File: config.mk
export PLATFORM = sky130hd
export DESIGN_NAME = demux14_2bit
export DESIGN_NICKNAME = d
export VERILOG_FILES = /design/src/rtl/demux_pkg.sv /design/src/rtl/seg7_idx_dec.sv /design/src/rtl/demux14_2bit.sv
export SDC_FILE = /design/constraint.sdc
export NUM_CORES = 1
export LEC_CHECK = 0
export CAP_MARGIN = 20
export CORE_UTILIZATION = 47
export CTS_CLUSTER_DIAMETER = 40
export CTS_CLUSTER_SIZE = 20
export DETAILED_ROUTE_END_ITERATION = 7
export PLACE_DENSITY_LB_ADDON = 0.12
export SYNTH_ARGS = -nofsm -noshare
export SYNTH_HDL_FRONTEND = slang
export SYNTH_HIERARCHICAL = 1
export SYNTH_SLANG_ARGS = --single-unit
File: constraint.sdc
create_clock -name clk -period 2.5 [get_ports clk]
set_clock_uncertainty 0.2 [all_clocks]
set_input_delay 0.5 -clock clk [delete_from_list [all_inputs] [get_ports clk]]
set_output_delay 0.5 -clock clk [all_outputs]
set_load 0.05 [all_outputs]
File: src/rtl/demux_pkg.sv
// demux_pkg
//   Shared definitions for the 1-to-4 demultiplexer and its 7-segment
//   index display.
//   - NCH        : number of output channels
//   - ch_idx_t   : 2-bit channel index
//   - SEG_*      : active-low {dp,g,f,e,d,c,b,a} patterns for blank and 0..3
package demux_pkg;

  localparam int NCH = 4;

  typedef logic [1:0] ch_idx_t;

  localparam logic [7:0] SEG_BLANK = 8'hFF;
  localparam logic [7:0] SEG_D0    = 8'hC0;
  localparam logic [7:0] SEG_D1    = 8'hF9;
  localparam logic [7:0] SEG_D2    = 8'hA4;
  localparam logic [7:0] SEG_D3    = 8'hB0;

endpackage

File: src/rtl/seg7_idx_dec.sv
// seg7_idx_dec
//   Combinational decoder from a 2-bit channel index to an 8-bit active-low
//   7-segment pattern {dp,g,f,e,d,c,b,a}. The decimal point is always off.
// Ports:
//   i_idx : channel index 0..3
//   o_seg : active-low segment pattern
module seg7_idx_dec
  import demux_pkg::*;
(
  input  ch_idx_t    i_idx,
  output logic [7:0] o_seg
);

  always_comb begin
    o_seg = SEG_BLANK;
    case (i_idx)
      2'd0:    o_seg = SEG_D0;
      2'd1:    o_seg = SEG_D1;
      2'd2:    o_seg = SEG_D2;
      2'd3:    o_seg = SEG_D3;
      default: o_seg = SEG_BLANK;
    endcase
  end

endmodule

File: src/rtl/demux14_2bit.sv
// demux14_2bit
//   Registered 1-to-4 demultiplexer. One W-bit valid/ready input stream is
//   steered into one of four single-entry holding slots; each slot is drained
//   by its own acknowledge. The 7-segment digit shows the last channel written.
//
//   Optional feature (macro DEMUX_RR_EN): when defined, auto_mode=1 targets a
//   round-robin pointer that advances on every accepted transfer made in auto
//   mode. When undefined, auto_mode is ignored and the target is always sel.
//
// Ports:
//   clk        : system clock
//   rst        : asynchronous active-high reset
//   din        : input data word (W bits)
//   din_valid  : din holds a word to transfer
//   din_ready  : block can accept din this cycle (combinational)
//   sel        : target channel when not in auto mode
//   auto_mode  : request round-robin targeting
//   Q0..Q3     : slot data registers
//   q_full     : bit i set when slot i holds unconsumed data
//   q_ack      : bit i drains slot i this cycle (ignored when empty)
//   seg0       : active-low 7-segment pattern of last written channel
module demux14_2bit
  import demux_pkg::*;
#(
  parameter int W = 2
) (
  input  logic           clk,
  input  logic           rst,
  input  logic [W-1:0]   din,
  input  logic           din_valid,
  output logic           din_ready,
  input  logic [1:0]     sel,
  input  logic           auto_mode,
  output logic [W-1:0]   Q0,
  output logic [W-1:0]   Q1,
  output logic [W-1:0]   Q2,
  output logic [W-1:0]   Q3,
  output logic [NCH-1:0] q_full,
  input  logic [NCH-1:0] q_ack,
  output logic [7:0]     seg0
);

  logic [W-1:0]   r_q [NCH];
  logic [NCH-1:0] r_full;
  logic [7:0]     r_seg;

  ch_idx_t        w_tgt;
  ch_idx_t        w_rr_ptr;
  logic           w_auto_eff;
  logic           w_xfer;
  logic [NCH-1:0] w_wr;
  logic [NCH-1:0] w_full_nxt;
  logic [7:0]     w_seg;

`ifdef DEMUX_RR_EN
  ch_idx_t r_rr_ptr;

  assign w_auto_eff = auto_mode;
  assign w_rr_ptr   = r_rr_ptr;

  // Pointer only moves on a transfer it actually targeted; a stall on a full
  // slot holds it, so no channel is ever skipped.
  always_ff @(posedge clk or posedge rst) begin
    if (rst) begin
      r_rr_ptr <= '0;
    end else if (w_xfer && w_auto_eff) begin
      r_rr_ptr <= r_rr_ptr + 2'd1;
    end
  end
`else
  // Round-robin support is compiled out: auto_mode is tied off here so the
  // target mux below folds down to sel.
  assign w_auto_eff = auto_mode & 1'b0;
  assign w_rr_ptr   = '0;
`endif

  assign w_tgt = w_auto_eff ? w_rr_ptr : ch_idx_t'(sel);

  // A full target slot can still accept when its consumer drains it this
  // same cycle.
  assign din_ready = ~r_full[w_tgt] | q_ack[w_tgt];
  assign w_xfer    = din_valid & din_ready;

  always_comb begin
    w_wr        = '0;
    w_wr[w_tgt] = w_xfer;
  end

  // A write wins over a coincident ack on the same slot; acks on empty
  // slots fall out naturally since r_full is already 0.
  assign w_full_nxt = w_wr | (r_full & ~q_ack);

  seg7_idx_dec u_seg_dec (
    .i_idx (w_tgt),
    .o_seg (w_seg)
  );

  always_ff @(posedge clk or posedge rst) begin
    if (rst) begin
      for (int i = 0; i < NCH; i++) begin
        r_q[i] <= '0;
      end
      r_full <= '0;
      r_seg  <= SEG_BLANK;
    end else begin
      // Drained slots keep their data; only a write updates a slot.
      for (int i = 0; i < NCH; i++) begin
        if (w_wr[i]) begin
          r_q[i] <= din;
        end
      end
      r_full <= w_full_nxt;
      if (w_xfer) begin
        r_seg <= w_seg;
      end
    end
  end

  assign Q0     = r_q[0];
  assign Q1     = r_q[1];
  assign Q2     = r_q[2];
  assign Q3     = r_q[3];
  assign q_full = r_full;
  assign seg0   = r_seg;

endmodule

==> flow_summary.json, run 1 <==
{
  "die_y_um": 46.42,
  "max_cap_violations": 0,
  "post_cts_buffers": 0,
  "wl_per_cell_um": 13.39,
  "hpwlAfterDp_mm": 1.285,
  "hold_violations": 0,
  "start_kind": "primary input",
  "die_x_um": 46.42,
  "power.leakage_nw": 0.5799,
  "rows": 15,
  "syn_nets": 76,
  "min_period_ns": 2.465,
  "grt_overflow": 0,
  "status": "complete, no violations",
  "final_antenna_net_count": 0,
  "cts_buffers": 3,
  "htreeDepth": 1,
  "yosysMostFrequentCell": "dfrtp_1",
  "grt_max_degree": 21,
  "avgSynthCellArea_um2": 14.49,
  "synthCells": 64,
  "drv_slew": 0,
  "drtIter0Drc": 0,
  "vias": 582,
  "required_ns": 1.80,
  "via_per_inst": 4.732,
  "ys_types": 22,
  "diodes": 0,
  "final.setup.tns_ns": 0,
  "reg2reg_from": "q_full[3]",
  "ios": 33,
  "tightest_slew_ns": 0.7251,
  "end_kind": "output pin",
  "pre_cts_ws_ns": 0.02456,
  "place.gp.congestion": 0.6727,
  "timing.slew.headroom_pct": 51.61,
  "synth_area_leaders": "dfrtp_1 32%, dfstp_2 23%, mux2_4 13%",
  "synth_area_leader_cell": "dfrtp_1",
  "yosysWarnings": 6,
  "ys_ff_latch": 20,
  "grt_pass1_wl_mm": 2.649,
  "remaining_drc_errors": 0,
  "startpoint": "q_ack[3]",
  "synth_edf_count": 0,
  "ir_drop_mv": 0.5249,
  "syn_to_final_growth_pct": 39.00,
  "fill_cells": 130,
  "fin_crit_sh_pct": 98.60,
  "setup_viol": 0,
  "multiInputGateArea_um2": 382.9,
  "hold_path_startpoint": "Q0[0]",
  "fmax_mhz": 405.7,
  "powerDensity_nw_per_um2": 741.9,
  "track_usage_pct": 18.28,
  "clock-sinks": 20,
  "dr.pass1.iters": 1,
  "cts_max_path_buffers": 2,
  "drt_wl_total_mm": 1.647,
  "hold_path_class": "register to register",
  "cts_tree": "done",
  "grt_pass1_vias": 592,
  "yosysSeqAreaShare_pct": 55.06,
  "cp.arrival_ns": 1.76,
  "ys.flop_type": "dfrtp_1",
  "syn_area_um2": 927.1,
  "portBuffers": 31,
  "nNetsFinal": 111,
  "ff_latch_area_um2": 510.5,
  "async_flop_share_pct": 100.0,
  "fin_ws_ns": 0.03509,
  "synthTopCellsByCount": "12 x dfrtp_1, 8 x dfstp_2, 8 x mux2_4",
  "antenna_found_initial": 0,
  "start_util_pct": 52.00,
  "crit_type": "primary input to output pin",
  "rsz0062_at_grt": "false",
  "hold_buffers": 0,
  "ctsResizeCount": 0,
  "drive_gt1_share_pct": 34.69,
  "dieArea_um2": 2154,
  "core_area_um2": 1783,
  "path_max_fanout": 3,
  "clk_latency_ns": 0.29,
  "cts.clk_slew.worst_paths_ns": 0.10,
  "synth_top_area_share_pct": 32.39,
  "cts_root_buf": "clkbuf_4"
}
## sequential cells by signal, indices dropped and copies added, names as in the netlist
signal  cells
Q0          2
Q1          2
Q2          2
Q3          2
q_full      4
seg0        8
## layer usage
layer | GRT usage, % | routed length, um | vias to the layer above
met2 | 28.33 | 845 | 17
li1 | - | - | 278
met3 | 3.529 | 77 | 2
met1 | 23.50 | 713 | 285
met5 | 0 | 0 | -
met4 | 10.59 | 10 | 0
## cell type report
class	count	share of cell area [%]
multi-input cells	38	29.71
clock inverters	1	0.2913
inverters	2	0.5825
clock buffers	3	1.748
repair buffers	34	25.63
flip-flops and latches	20	39.61
well taps	25	2.427
## cell families (layout without fill, tap and decap cells)
logic type             count (synthesis)  after routing  share of synthesized area (%)
flip-flops                            20             20                          55.06
AND/OR/NAND/NOR                       18             18                          14.84
multiplexers                          17             17                          25.10
buffers and inverters                  6             40                          3.643
other                                  2              2                         0.8100
AO/OA/AOI/OAI                          1              1                         0.5393
## stage by stage
step	area (um^2)	util, %	power, W	hold WS, ns	instances
floorplan	927.1	-	0.0006816	0.2579	64
global route	1289	72.28	0.0009976	0.3213	123
global placement	1262	70.81	0.0008087	0.2717	119
detailed placement	1262	70.81	0.0008168	0.2847	119
finish	1289	72.28	0.0009561	0.3020	123
CTS	1289	72.28	0.0009672	0.3093	123
## worst paths after layout
kind,depth (start not counted),slack (ns),end
worst max-delay path,4,0.04,din_ready
worst min-delay path,1,0.30,Q0[0]
worst max register to register,5,0.65,seg0[2]
worst min register to register,1,0.30,Q0[0]
max in group asynchronous,2,1.23,Q0[1]
min in group asynchronous,2,0.42,q_full[1]
## worst max-delay path: stages
cell and delay (ns):
clkdlybuf4s50_1 0.42, nand2b_4 0.15, mux4_2 0.49, buf_4 0.21
## layout by cell type (no fill, tap or decap)
cell type | netlist | final
nor2b_1 | 2 | 2
conb_1 | 2 | 2
clkinv_1 | 0 | 1
mux2_4 | 8 | 8
nand2_4 | 1 | 1
buf_4 | 3 | 4
o21ai_0 | 1 | 1
nand3b_1 | 1 | 1
nand2_1 | 4 | 4
mux2_1 | 4 | 4
nand3_1 | 1 | 1
inv_1 | 2 | 2
nor2_1 | 1 | 1
mux4_2 | 1 | 1
or2_1 | 1 | 1
and3_1 | 1 | 1
nand2b_4 | 4 | 4
and2b_2 | 1 | 1
clkbuf_4 | 0 | 3
dfstp_2 | 8 | 8
nand4_1 | 1 | 1
dfrtp_1 | 12 | 12
mux2_2 | 4 | 4
clkdlybuf4s50_1 | 0 | 30
## power by group
part           switching (W)  leakage (nW)  internal [W]  total, W
Sequential         0.0000270         0.231      0.000384  0.000411
Clock              0.0000901        0.0154     0.0000580  0.000148
Combinational       0.000243         0.333      0.000154  0.000397
Total               0.000360         0.580      0.000596  0.000956
No activity file was read; power rests on OpenSTA's default activity.
==> inputs of run 2 (changes only) <==
--- a/config.mk
+++ b/config.mk
@@ -11,6 +11,7 @@
 export CTS_CLUSTER_SIZE = 20
 export DETAILED_ROUTE_END_ITERATION = 7
 export PLACE_DENSITY_LB_ADDON = 0.12
+export SLEW_MARGIN = 0
 export SYNTH_ARGS = -nofsm -noshare
 export SYNTH_HDL_FRONTEND = slang
 export SYNTH_HIERARCHICAL = 1
==> results of run 2 <==
No change in the layout: final DEF, timing and power equal those of run 1.
